<file path="config.mk">
export PLATFORM = sky130hd
export DESIGN_NAME = alu_arbiter
export DESIGN_NICKNAME = d
export VERILOG_FILES = /design/src/rtl/alu_arbiter.sv
export SDC_FILE = /design/constraint.sdc
export NUM_CORES = 1
export LEC_CHECK = 0
export ABC_AREA = 1
export BUFFER_PORTS_ARGS = -buffer_cell sky130_fd_sc_hd__buf_2
export CAP_MARGIN = 20
export CORE_ASPECT_RATIO = 1.1
export CORE_MARGIN = 2
export CORE_UTILIZATION = 38
export DETAILED_ROUTE_END_ITERATION = 12
export GPL_TIMING_DRIVEN = 0
export HOLD_SLACK_MARGIN = 0.03
export PLACE_DENSITY = 0.8
export SYNTH_ARGS = -nofsm -noshare
export SYNTH_HDL_FRONTEND = slang
export SYNTH_SLANG_ARGS = --single-unit
export TNS_END_PERCENT = 100
</file>
<file path="constraint.sdc">
create_clock -name clk -period 1.23 [get_ports clk]
set_input_delay 0.0615 -clock clk [delete_from_list [all_inputs] [get_ports clk]]
set_output_delay 0.0615 -clock clk [all_outputs]
set_load 0.03 [all_outputs]
</file>
<file path="src/rtl/alu_arbiter.sv">
// Round-robin share of one combinational ALU between EX (port 0) and an
// auxiliary requester (port 1); two-stage issue/result pipeline.
module alu_arbiter #(
    parameter int DW  = 32,
    parameter int OPW = 4
) (
    input  logic           clk,
    input  logic           rst_n,
    input  logic           req0_valid,
    output logic           req0_ready,
    input  logic [DW-1:0]  req0_da,
    input  logic [DW-1:0]  req0_db,
    input  logic [OPW-1:0] req0_op,
    input  logic           req1_valid,
    output logic           req1_ready,
    input  logic [DW-1:0]  req1_da,
    input  logic [DW-1:0]  req1_db,
    input  logic [OPW-1:0] req1_op,
    output logic [DW-1:0]  alu_da,
    output logic [DW-1:0]  alu_db,
    output logic [OPW-1:0] alu_op,
    input  logic [DW-1:0]  alu_dc,
    input  logic           alu_zero,
    input  logic           alu_ovf,
    output logic           rsp_valid,
    input  logic           rsp_ready,
    output logic           rsp_id,
    output logic [DW-1:0]  rsp_dc,
    output logic           rsp_zero,
    output logic           rsp_ovf,
    output logic           rsp_illegal
);

    logic           last_grant;
    logic           i_valid;
    logic           i_id;
    logic [DW-1:0]  i_da;
    logic [DW-1:0]  i_db;
    logic [OPW-1:0] i_op;
    logic           r_valid;
    logic           r_id;
    logic [DW-1:0]  r_dc;
    logic           r_zero;
    logic           r_ovf;
    logic           r_illegal;

    logic r_adv;
    logic i_adv;
    logic acc0;
    logic acc1;
    logic op_legal;

    assign r_adv = !r_valid || rsp_ready;
    assign i_adv = !i_valid || r_adv;

    // Port 0 yields only when port 1 is also asking and it is port 1's turn.
    assign req0_ready = rst_n && i_adv
                     && (!req1_valid || last_grant);
    assign req1_ready = rst_n && i_adv
                     && (!req0_valid || !last_grant);

    assign acc0 = req0_valid && req0_ready;
    assign acc1 = req1_valid && req1_ready;

    always_comb begin
        op_legal = 1'b0;
        case (i_op)
            4'b0000, 4'b1000, 4'b0001, 4'b0010,
            4'b0011, 4'b0100, 4'b0101, 4'b1101,
            4'b0110, 4'b0111: op_legal = 1'b1;
            default:          op_legal = 1'b0;
        endcase
    end

    always_ff @(posedge clk) begin
        if (!rst_n) begin
            last_grant <= 1'b1;
            i_valid    <= 1'b0;
            i_id       <= 1'b0;
            i_da       <= '0;
            i_db       <= '0;
            i_op       <= '0;
        end else if (i_adv) begin
            i_valid <= acc0 || acc1;
            if (acc0 || acc1) begin
                last_grant <= acc1;
                i_id       <= acc1;
                i_da       <= acc1 ? req1_da : req0_da;
                i_db       <= acc1 ? req1_db : req0_db;
                i_op       <= acc1 ? req1_op : req0_op;
            end
        end
    end

    // Result payload is only refreshed by a real operation so idle cycles
    // leave the response bus quiet.
    always_ff @(posedge clk) begin
        if (!rst_n) begin
            r_valid   <= 1'b0;
            r_id      <= 1'b0;
            r_dc      <= '0;
            r_zero    <= 1'b0;
            r_ovf     <= 1'b0;
            r_illegal <= 1'b0;
        end else if (r_adv) begin
            r_valid <= i_valid;
            if (i_valid) begin
                r_id      <= i_id;
                r_dc      <= op_legal ? alu_dc : '0;
                r_zero    <= op_legal && alu_zero;
                r_ovf     <= op_legal && alu_ovf;
                r_illegal <= !op_legal;
            end
        end
    end

    assign alu_da      = i_da;
    assign alu_db      = i_db;
    assign alu_op      = i_op;
    assign rsp_valid   = r_valid;
    assign rsp_id      = r_id;
    assign rsp_dc      = r_dc;
    assign rsp_zero    = r_zero;
    assign rsp_ovf     = r_ovf;
    assign rsp_illegal = r_illegal;

endmodule

</file>
==> results.json <==
{
  "yosysUniqueCellTypes": 21,
  "portBuffers": 281,
  "start_util": 0.394,
  "synthCells": 542,
  "ctsLongestPathBuffers": 2,
  "routabilityCongestion": 0.793,
  "cp_max_fo": 9,
  "hp-class": "in2reg",
  "status": "finished with violations",
  "pin_count": 282,
  "firstDrtPassIters": 5,
  "finish.utilization": 0.850,
  "htreeDepth": 3,
  "critical_path_class": "reg2reg",
  "synth_area_per_cell_um2": 8.00,
  "cts_sinks": 109,
  "cts_tree": "done",
  "grtUsageTotal": 0.334,
  "drive_gt1_frac": 0.498,
  "finalPower_mw": 10.5,
  "die_h_um": 116,
  "ir_worst_vdd_mv": 0.691,
  "grt_pass1_wl_mm": 31.9,
  "die-area_um2": 12300,
  "cp_data_arrival_time_ns": 1.86,
  "nets": 1203,
  "synth_top_area_cell": "dfxtp_1",
  "violations": "negative setup slack",
  "setup_violations": 112,
  "synth_edf_count": 0,
  "synthFlopType": "dfxtp_1",
  "finalCritPeriodShare": 1.33,
  "synthTopCellsByArea": "dfxtp_1, a22oi_1, nor2_1",
  "p_leak_nw": 4.30,
  "wl_mm": 28.6,
  "ys_ff_latch": 109,
  "tritoncts.num_buffers": 9,
  "yosysWarnings": 0,
  "crit_path_end_kind": "flop",
  "fin_skew_ns": 0.0133,
  "clkTransAtPathRegs_ns": 0.08,
  "fmax_ghz": 0.610,
  "hold_viol": 0,
  "die_w_um": 106,
  "viasPerCell": 5.91,
  "tns_ns": -23.14,
  "cp-start-kind": "flop",
  "ys_top_cells_by_count": "dfxtp_1, nor2_1, nand2_1",
  "slew_headroom": 0.498,
  "netlist.area_leader.share": 0.503,
  "n_fill_cell": 544,
  "avgRoutedWirePerCell_um": 24.2,
  "async_flop_share": 0,
  "clkLatencyLatePin_ns": 0.36,
  "grt.overflow.total": 0,
  "grt_pass1_vias": 6445,
  "ys_seq_area_frac": 0.503,
  "synth_nets": 717,
  "worstPathRequired_ns": 1.45,
  "grt_max_degree": 21,
  "cts_root_buf": "clkbuf_16",
  "worst_slack_ns": -0.409,
  "rows": 40,
  "rsz0062_at_grt": "yes",
  "drv_cap": 0,
  "netlist_area_um2": 4340,
  "vias": 7000,
  "hpwl_mm": 11.4,
  "worst_pin_slew_ns": 0.752,
  "syn_to_final_growth_pct": 116,
  "whs_ns": 0.0294,
  "fin_crit_ns": 1.64,
  "antenna_found_initial": 3,
  "ant_nets": 0,
  "synth.most_common_cell": "dfxtp_1",
  "drc": 0,
  "drt-initial-drc-count": 878,
  "p_per_area_nw_per_um2": 1120,
  "slew_violations": 0,
  "core-area_um2": 11000
}
==> report_power, final <==
part / total, mW / internal (mW) / switching [mW]
registers: 4.04 / 3.83 / 0.212
clock network: 3.18 / 1.64 / 1.54
logic: 3.26 / 1.38 / 1.88
==> critical path, stage by stage (launching register included) <==
cell       delay (ns)
dfxtp_4          0.36
nand3_4          0.15
buf_12           0.14
nand4_4          0.13
buf_12           0.20
clkbuf_16        0.17
a21oi_1          0.22
a22oi_1          0.14
==> layer usage <==
| metal | up-vias | GRT usage | part of all wire |
|---|---|---|---|
| met4 | 2 | 0.239 | 0.090 |
| met1 | 3182 | 0.344 | 0.33 |
| met5 | - | 0 | 0.00024 |
| met3 | 236 | 0.0855 | 0.11 |
| li1 | 2859 | - | - |
| met2 | 721 | 0.594 | 0.47 |
==> final cells by class <==
type | instances | area (um2) | area share
Sequential cell | 109 | 2190 | 0.234
Clock inverter | 7 | 92.6 | 0.00990
Antenna cell | 5 | 12.5 | 0.00134
Multi-Input combinational cell | 375 | 2580 | 0.276
Inverter | 13 | 53.8 | 0.00575
Timing Repair Buffer | 475 | 3540 | 0.378
Tap cell | 147 | 184 | 0.0197
Clock buffer | 9 | 225 | 0.0241
Buffer | 45 | 480 | 0.0514
==> kinds of logic (layout without fill, tap and decap cells) <==
logic type / after synthesis / after routing / share of synthesized area
flip-flops: 109 / 109 / 0.503
AND/OR/NAND/NOR: 203 / 204 / 0.201
other: 0 / 5 / 0
AO/OA/AOI/OAI: 171 / 171 / 0.231
buffers and inverters: 59 / 549 / 0.0646
==> through the flow <==
stage	instance area (um2)	std cells	worst slack [ns]
5_1_grt	9350	1182	-0.446
4_1_cts	8150	1155	-0.215
3_5_place_dp	5950	970	-0.380
2_1_floorplan	4360	542	-0.0572
6_report	9360	1185	-0.409
3_3_place_gp	5950	970	-0.333
==> sequential cells by signal (all words and copies together), names as in the netlist, 4 cells and up <==
register  count
alu_op        4
alu_da       32
alu_db       32
rsp_dc       32
==> cells in the final DEF (no fill, tap or decap), types with 17 or more instances in the layout <==
cell and count:
dfxtp_1 107, nand3_1 45, buf_4 20, buf_2 283, nor2_1 65, dlygate4sd3_1 158, nor2_2 18, o21ai_0 17
nand2_1 36, a22oi_2 44, clkbuf_16 19, o21ai_1 59
==> what timing repair did <==
| action | CTS | global route |
|---|---|---|
| hold endpoints to repair | 101 | 0 |
| cloned | 1 | 11 |
| hold buffers | 158 | 0 |
| setup buffers | 10 | 17 |
| gates resized for setup | 65 | 230 |
| pin swaps | 16 | 52 |
| setup endpoints to repair | 104 | 110 |
==> path summary, 6_finish.rpt <==
path,start,to,slack [ns],cells after the start
worst max-delay path,rsp_valid,alu_da[13],-0.41,7
worst min register to register,alu_da[3],alu_da[3],0.47,2
worst max register to register,rsp_valid,alu_da[13],-0.41,7
worst min-delay path,req0_da[12],alu_da[12],0.03,3
Power figures use the tool's default switching activity.
